**config.mk**
```make
export PLATFORM = sky130hd
export DESIGN_NAME = ram_bist
export DESIGN_NICKNAME = d
export VERILOG_FILES = /design/src/rtl/ram_bist.sv
export SDC_FILE = /design/constraint.sdc
export NUM_CORES = 1
export LEC_CHECK = 0
export BUFFER_PORTS_ARGS = -buffer_cell sky130_fd_sc_hd__buf_2
export CAP_MARGIN = 10
export CORE_UTILIZATION = 40
export DETAILED_ROUTE_END_ITERATION = 10
export PLACE_DENSITY_LB_ADDON = 0.2
export SETUP_SLACK_MARGIN = 0.2
export SLEW_MARGIN = 20
export SYNTH_ARGS = -nofsm -noshare
export SYNTH_HDL_FRONTEND = slang
export SYNTH_SLANG_ARGS = --single-unit
```
**constraint.sdc**
```tcl
create_clock -name clk -period 2 [get_ports clk]
set_input_delay 0.2 -clock clk [delete_from_list [all_inputs] [get_ports clk]]
set_output_delay 0.2 -clock clk [all_outputs]
set_load 0.05 [all_outputs]
```
**src/rtl/ram_bist.sv**
```systemverilog
// ---------------------------------------------------------------------------
// ram_bist -- march-style built-in self-test controller for a 16 x 8
// synchronous RAM.
//
// A start pulse (accepted only in IDLE) runs four back-to-back phases over
// addresses 0..DEPTH-1:
//   W0 writes P(a), R0 reads and compares against P(a),
//   W1 writes ~P(a), R1 reads and compares against ~P(a).
// Here P(a) = seed_q ^ {a, ~a}. The test then reports pass/fail and a
// saturating mismatch count.
//
// Ports
//   clk        : single clock, all state on posedge
//   rst        : synchronous active-high reset
//   start      : one-cycle test request, sampled only in IDLE
//   seed       : pattern seed, latched on the accepting edge
//   busy       : high from the accepting edge until done
//   done       : one-cycle completion pulse
//   pass       : last completed test saw zero mismatches
//   err_count  : mismatches in the last test (0..2*DEPTH)
//   fail_addr  : address of the first mismatch
//   fail_data  : data read at the first mismatch
//   fail_phase : read phase of the first mismatch (0 = R0, 1 = R1)
//   addr/wr/din: registered RAM port drive
//   dout       : RAM registered read data
//
// Build option: define RAM_BIST_ERR_LOG_EN to keep the first-mismatch
// capture registers. Without it fail_* are tied to 0 and the port list is
// unchanged.
// ---------------------------------------------------------------------------
module ram_bist #(
    parameter int ADDR_W = 4,
    parameter int DATA_W = 8,
    parameter int DEPTH  = 16
) (
    input  logic              clk,
    input  logic              rst,
    input  logic              start,
    input  logic [DATA_W-1:0] seed,
    output logic              busy,
    output logic              done,
    output logic              pass,
    output logic [5:0]        err_count,
    output logic [ADDR_W-1:0] fail_addr,
    output logic [DATA_W-1:0] fail_data,
    output logic              fail_phase,
    output logic [ADDR_W-1:0] addr,
    output logic              wr,
    output logic [DATA_W-1:0] din,
    input  logic [DATA_W-1:0] dout
);

    localparam logic [ADDR_W-1:0] LAST_ADDR = ADDR_W'(DEPTH - 1);
    localparam logic [5:0]        ERR_MAX   = 6'(2 * DEPTH);

    typedef enum logic [2:0] {IDLE, W0, R0, W1, R1, FIN} state_t;

    state_t              r_state;
    state_t              w_state_next;
    logic [ADDR_W-1:0]   r_addr;
    logic                r_wr;
    logic [DATA_W-1:0]   r_din;
    logic [DATA_W-1:0]   r_seed;
    logic                r_busy;
    logic                r_done;
    logic                r_pass;
    logic [5:0]          r_err;

    logic [ADDR_W-1:0]   w_addr_next;
    logic                w_wr_next;
    logic [DATA_W-1:0]   w_din_next;
    logic                w_accept;
    logic [DATA_W-1:0]   w_seed_eff;
    logic                w_last;

    // Compare pipeline: holds the read issued on the previous cycle while
    // the RAM produces its data.
    logic                r_cmp_valid;
    logic [DATA_W-1:0]   r_cmp_exp;
    logic                w_mismatch;
    logic [5:0]          w_err_next;

    function automatic logic [DATA_W-1:0] pat(input logic [DATA_W-1:0] s,
                                              input logic [ADDR_W-1:0] a);
        return s ^ {a, ~a};
    endfunction

    // ---------------- state register ----------------
    always_ff @(posedge clk) begin
        if (rst) r_state <= IDLE;
        else     r_state <= w_state_next;
    end

    // ---------------- next-state logic ----------------
    assign w_last   = (r_addr == LAST_ADDR);
    assign w_accept = (r_state == IDLE) && start;

    always_comb begin
        w_state_next = r_state;
        case (r_state)
            IDLE:    if (start)  w_state_next = W0;
            W0:      if (w_last) w_state_next = R0;
            R0:      if (w_last) w_state_next = W1;
            W1:      if (w_last) w_state_next = R1;
            R1:      if (w_last) w_state_next = FIN;
            FIN:                 w_state_next = IDLE;
            default:             w_state_next = IDLE;
        endcase
    end

    // ---------------- output (next-value) logic ----------------
    // The seed input is used directly on the accepting edge, because the
    // W0 address-0 write data is registered on that same edge.
    assign w_seed_eff = w_accept ? seed : r_seed;

    always_comb begin
        w_addr_next = r_addr;
        if (w_accept)
            w_addr_next = '0;
        else if ((r_state == W0) || (r_state == R0) || (r_state == W1) ||
                 ((r_state == R1) && !w_last))
            w_addr_next = r_addr + 1'b1;   // wraps to 0 into the next phase

        w_wr_next = (w_state_next == W0) || (w_state_next == W1);

        w_din_next = r_din;
        if (w_state_next == W0)
            w_din_next = pat(w_seed_eff, w_addr_next);
        else if (w_state_next == W1)
            w_din_next = ~pat(w_seed_eff, w_addr_next);
    end

    // ---------------- compare and error count ----------------
    assign w_mismatch = r_cmp_valid && (dout != r_cmp_exp);

    always_comb begin
        w_err_next = r_err;
        if (w_accept)
            w_err_next = '0;
        else if (w_mismatch && (r_err != ERR_MAX))
            w_err_next = r_err + 6'd1;
    end

    always_ff @(posedge clk) begin
        if (rst) begin
            r_addr      <= '0;
            r_wr        <= 1'b0;
            r_din       <= '0;
            r_seed      <= '0;
            r_busy      <= 1'b0;
            r_done      <= 1'b0;
            r_pass      <= 1'b0;
            r_err       <= '0;
            r_cmp_valid <= 1'b0;
            r_cmp_exp   <= '0;
        end else begin
            r_addr      <= w_addr_next;
            r_wr        <= w_wr_next;
            r_din       <= w_din_next;
            if (w_accept) r_seed <= seed;
            r_busy      <= (w_state_next != IDLE);
            r_done      <= (r_state == FIN);
            r_err       <= w_err_next;
            // pass includes the final R1 compare, which lands on this edge
            if (w_accept)              r_pass <= 1'b0;
            else if (r_state == FIN)   r_pass <= (w_err_next == 6'd0);
            r_cmp_valid <= (r_state == R0) || (r_state == R1);
            r_cmp_exp   <= (r_state == R1) ? ~pat(r_seed, r_addr)
                                           :  pat(r_seed, r_addr);
        end
    end

`ifdef RAM_BIST_ERR_LOG_EN
    logic [ADDR_W-1:0] r_cmp_addr;
    logic              r_cmp_phase;
    logic              r_logged;
    logic [ADDR_W-1:0] r_fail_addr;
    logic [DATA_W-1:0] r_fail_data;
    logic              r_fail_phase;

    always_ff @(posedge clk) begin
        if (rst) begin
            r_cmp_addr   <= '0;
            r_cmp_phase  <= 1'b0;
            r_logged     <= 1'b0;
            r_fail_addr  <= '0;
            r_fail_data  <= '0;
            r_fail_phase <= 1'b0;
        end else begin
            r_cmp_addr  <= r_addr;
            r_cmp_phase <= (r_state == R1);
            if (w_accept) begin
                r_logged     <= 1'b0;
                r_fail_addr  <= '0;
                r_fail_data  <= '0;
                r_fail_phase <= 1'b0;
            end else if (w_mismatch && !r_logged) begin
                r_logged     <= 1'b1;
                r_fail_addr  <= r_cmp_addr;
                r_fail_data  <= dout;
                r_fail_phase <= r_cmp_phase;
            end
        end
    end

    assign fail_addr  = r_fail_addr;
    assign fail_data  = r_fail_data;
    assign fail_phase = r_fail_phase;
`else
    assign fail_addr  = '0;
    assign fail_data  = '0;
    assign fail_phase = 1'b0;
`endif

    assign addr      = r_addr;
    assign wr        = r_wr;
    assign din       = r_din;
    assign busy      = r_busy;
    assign done      = r_done;
    assign pass      = r_pass;
    assign err_count = r_err;

endmodule

```
==> qor.csv <==
metric;value;unit
# port buffers;40;
area of the multi-input gates;1440;um^2
Routed WL;4950;um
core area;5570;um^2
WHS Path Cells;3;
DRC;0;
fraction of layout cells with a size suffix above 1;0.378;
final hold vios;0;
Slew Limit Fails;0;
initial DRC count;62;
synthesized area;2330;um^2
Hold Path Class;in -> reg;
CTS sink cnt;42;
routability congestion estimate;0.838;
yosys warns;0;
Yosys reg bits;42;
max frequency;539;MHz
CTS H-Tree Depth;2;
Synth top area share;0.361;
Die X;78.3;um
Root Driver;clkbuf_8;
Tcrit/Tclk final;0.927;
Detailed Routing Iterations Pass 1;4;
storage element area;873;um^2
via count;1907;
Final nets;344;
Placed Area;2720;um^2
Final WS setup;146;ps
Cell Pwr Density;631;nW/um^2
post-synth cell types;45;
CTS buffer count;5;
Avg Inst Size Synth;8.92;um^2
largest net degree at the start of global routing;21;
cells on worst reg2reg path;8;
maximum buffer depth of the clock tree;2;
Clk pin slew, worst setup/hold paths;80;ps
maximum VDD drop;0.317;mV
hpwl dp;3670;um
Total GRT Usage;0.174;
final std cells w/o fill;395;
worst skew pair latency;290;ps
Placed Cells;378;
CP arrival;2060;ps
vias in the first global route;1784;
Seq/Total Area, Yosys;0.361;
die span in y;78.3;um
final-layout fill cell count;515;
Setup-failing EPs final;0;
synth top area cells;dfxtp_1 (36%), xor2_1 (7.1%), xnor2_1 (6.8%), nor2_1 (6.6%), buf_4 (4.8%);
post-synthesis cell count;261;
CP startpoint kind;flop;
post-DR wirelength/cell;12.5;um
drt via density;4.83;
Worst Hold Slack;179;ps
# diodes;0;
Initial Util;0.418;
Worst Skew;3.08;ps
num rows;27;
leakage;0.00126;uW
DIE AREA;6130;um^2
Max Cap Violations;0;
unrepaired setup endpoints after global routing;yes;
CTS tree;done;
biggest area consumer among synthesized cells;dfxtp_1;
Critical Path Sink Type;flop;
Tmin final;1850;ps
status;finished, final reports clean;
number of nets still failing antenna checks after routing;0;
CP Class;reg -> reg;
dpl ws;-45.5;ps
total grt overflow;0;
Top Ports;54;
Synth-to-Final Area Change;27.1;%
maximum fanout along the worst path;6;
CP required;2210;ps
initial antenna violation count;0;
first-pass GRT wire length;8380;um
Post-Layout Inst Area;2960;um^2
## final timing paths
| path | startpoint | to | slack (ps) |
|---|---|---|---|
| setup / recovery | r_state[1]$_SDFF_PP0_ | din[7]$_SDFFE_PP0P_ | 150 |
| hold / removal | seed[7] | r_seed[7]$_SDFF_PP0_ | 180 |
| setup reg to reg | r_state[1]$_SDFF_PP0_ | din[7]$_SDFFE_PP0P_ | 150 |
| hold reg to reg | din[6]$_SDFFE_PP0P_ | din[6]$_SDFFE_PP0P_ | 470 |
## metrics by stage
| stage | util | total power, uW | setup TNS, ps |
|---|---|---|---|
| after floorplan | - | 1260 | 0 |
| after global placement | 0.488 | 1330 | -40.8 |
| after detailed placement | 0.488 | 1340 | -71.0 |
| after CTS | 0.525 | 1890 | 0 |
| after global routing | 0.531 | 1970 | 0 |
| final | 0.531 | 1870 | 0 |
## flip-flops by register name, summed over array words and instances, names as in the netlist
name and cells:
r_state 3, pass 1, busy 1, r_seed 8
wr 1, done 1, addr 4, r_cmp_valid 1
r_cmp_exp 8, din 8, err_count 6
## report_power, final
group          internal (uW)  switching [uW]
registers                877            31.9
clock network            246             286
logic                    151             274
total                   1270             592
## repair_timing
item	in CTS	in global routing
endpoints found under the hold margin	0	0
pin swaps	8	11
cloned	0	0
gates resized for setup	16	7
endpoints found under the setup margin	10	9
buffers inserted	8	1
hold buffers	0	0
## cell families after synthesis
logic type,share of synthesized area
other cells,0.00161
compound gates,0.110
fa+ha+maj,0.0161
simple gates,0.217
buf+inv,0.0919
mux,0.0639
xor+xnor,0.139
flops,0.361
## area by class of cell
type / count / area share
multi-input cells: 198 / 0.486
flip-flops and latches: 42 / 0.295
repair buffers: 72 / 0.156
well taps: 72 / 0.0304
clock buffers: 6 / 0.0245
clock inverters: 2 / 0.00465
inverters: 3 / 0.00381
## cells in the final DEF (no fill, tap or decap), drive strengths merged, types with 2 or more instances in the layout
| cell | instances |
|---|---|
| nor3b | 2 |
| xnor2 | 18 |
| o211ai | 2 |
| mux2i | 10 |
| a21oi | 13 |
| nor4 | 2 |
| conb | 13 |
| nand2b | 2 |
| nor2 | 41 |
| clkinv | 2 |
| dfxtp | 42 |
| a211oi | 7 |
| nand4 | 3 |
| nand4b | 3 |
| a311oi | 2 |
| xor2 | 19 |
| inv | 3 |
| nor2b | 4 |
| clkbuf | 6 |
| ha | 3 |
| a31oi | 2 |
| nor3 | 6 |
| nand2 | 11 |
| o21ai | 5 |
| nand3b | 5 |
| o21a | 2 |
| nand3 | 9 |
| or3 | 2 |
| buf | 72 |
## synthesized netlist by cell type (all sizes together)
| master | n |
|---|---|
| buf | 22 |
| a311oi | 2 |
| o21ai | 5 |
| nor2b | 4 |
| conb | 1 |
| dfxtp | 42 |
| nor3 | 6 |
| nand3b | 5 |
| ha | 3 |
| nand2b | 2 |
| nand2 | 11 |
| o211ai | 2 |
| and3b | 1 |
| or4b | 1 |
| nor4 | 2 |
| clkbuf | 8 |
| o21bai | 1 |
| nand4 | 3 |
| a211o | 1 |
| xor2 | 19 |
| nor3b | 2 |
| nand4bb | 1 |
| nor2 | 41 |
| or3 | 2 |
| or3b | 1 |
| nand4b | 3 |
| o21a | 2 |
| o21ba | 1 |
| and4 | 1 |
| a21oi | 13 |
| xnor2 | 18 |
| mux2 | 1 |
| a31oi | 2 |
| mux2i | 10 |
| inv | 3 |
| nand3 | 9 |
| o22ai | 1 |
| o31ai | 1 |
| a211oi | 7 |
| and3 | 1 |
## worst max-delay path, stage by stage (launching register included)
cell and delay [ps]:
dfxtp_4 380, buf_6 120, nor3b_4 190, a21oi_2 80, or3_1 320, a21oi_2 220, xnor2_2 170, xnor2_1 100
a211oi_1 200
## per-layer routing
| metal | GRT usage | wire length, um | share of wire | vias up |
|---|---|---|---|---|
| met5 | 0 | 0 | 0 | - |
| met4 | 0.0500 | 54 | 0.011 | 0 |
| met3 | 0.0384 | 199 | 0.040 | 6 |
| met2 | 0.277 | 2210 | 0.45 | 44 |
| met1 | 0.235 | 2480 | 0.50 | 873 |
| li1 | - | - | - | 984 |
Power figures use the tool's default switching activity.
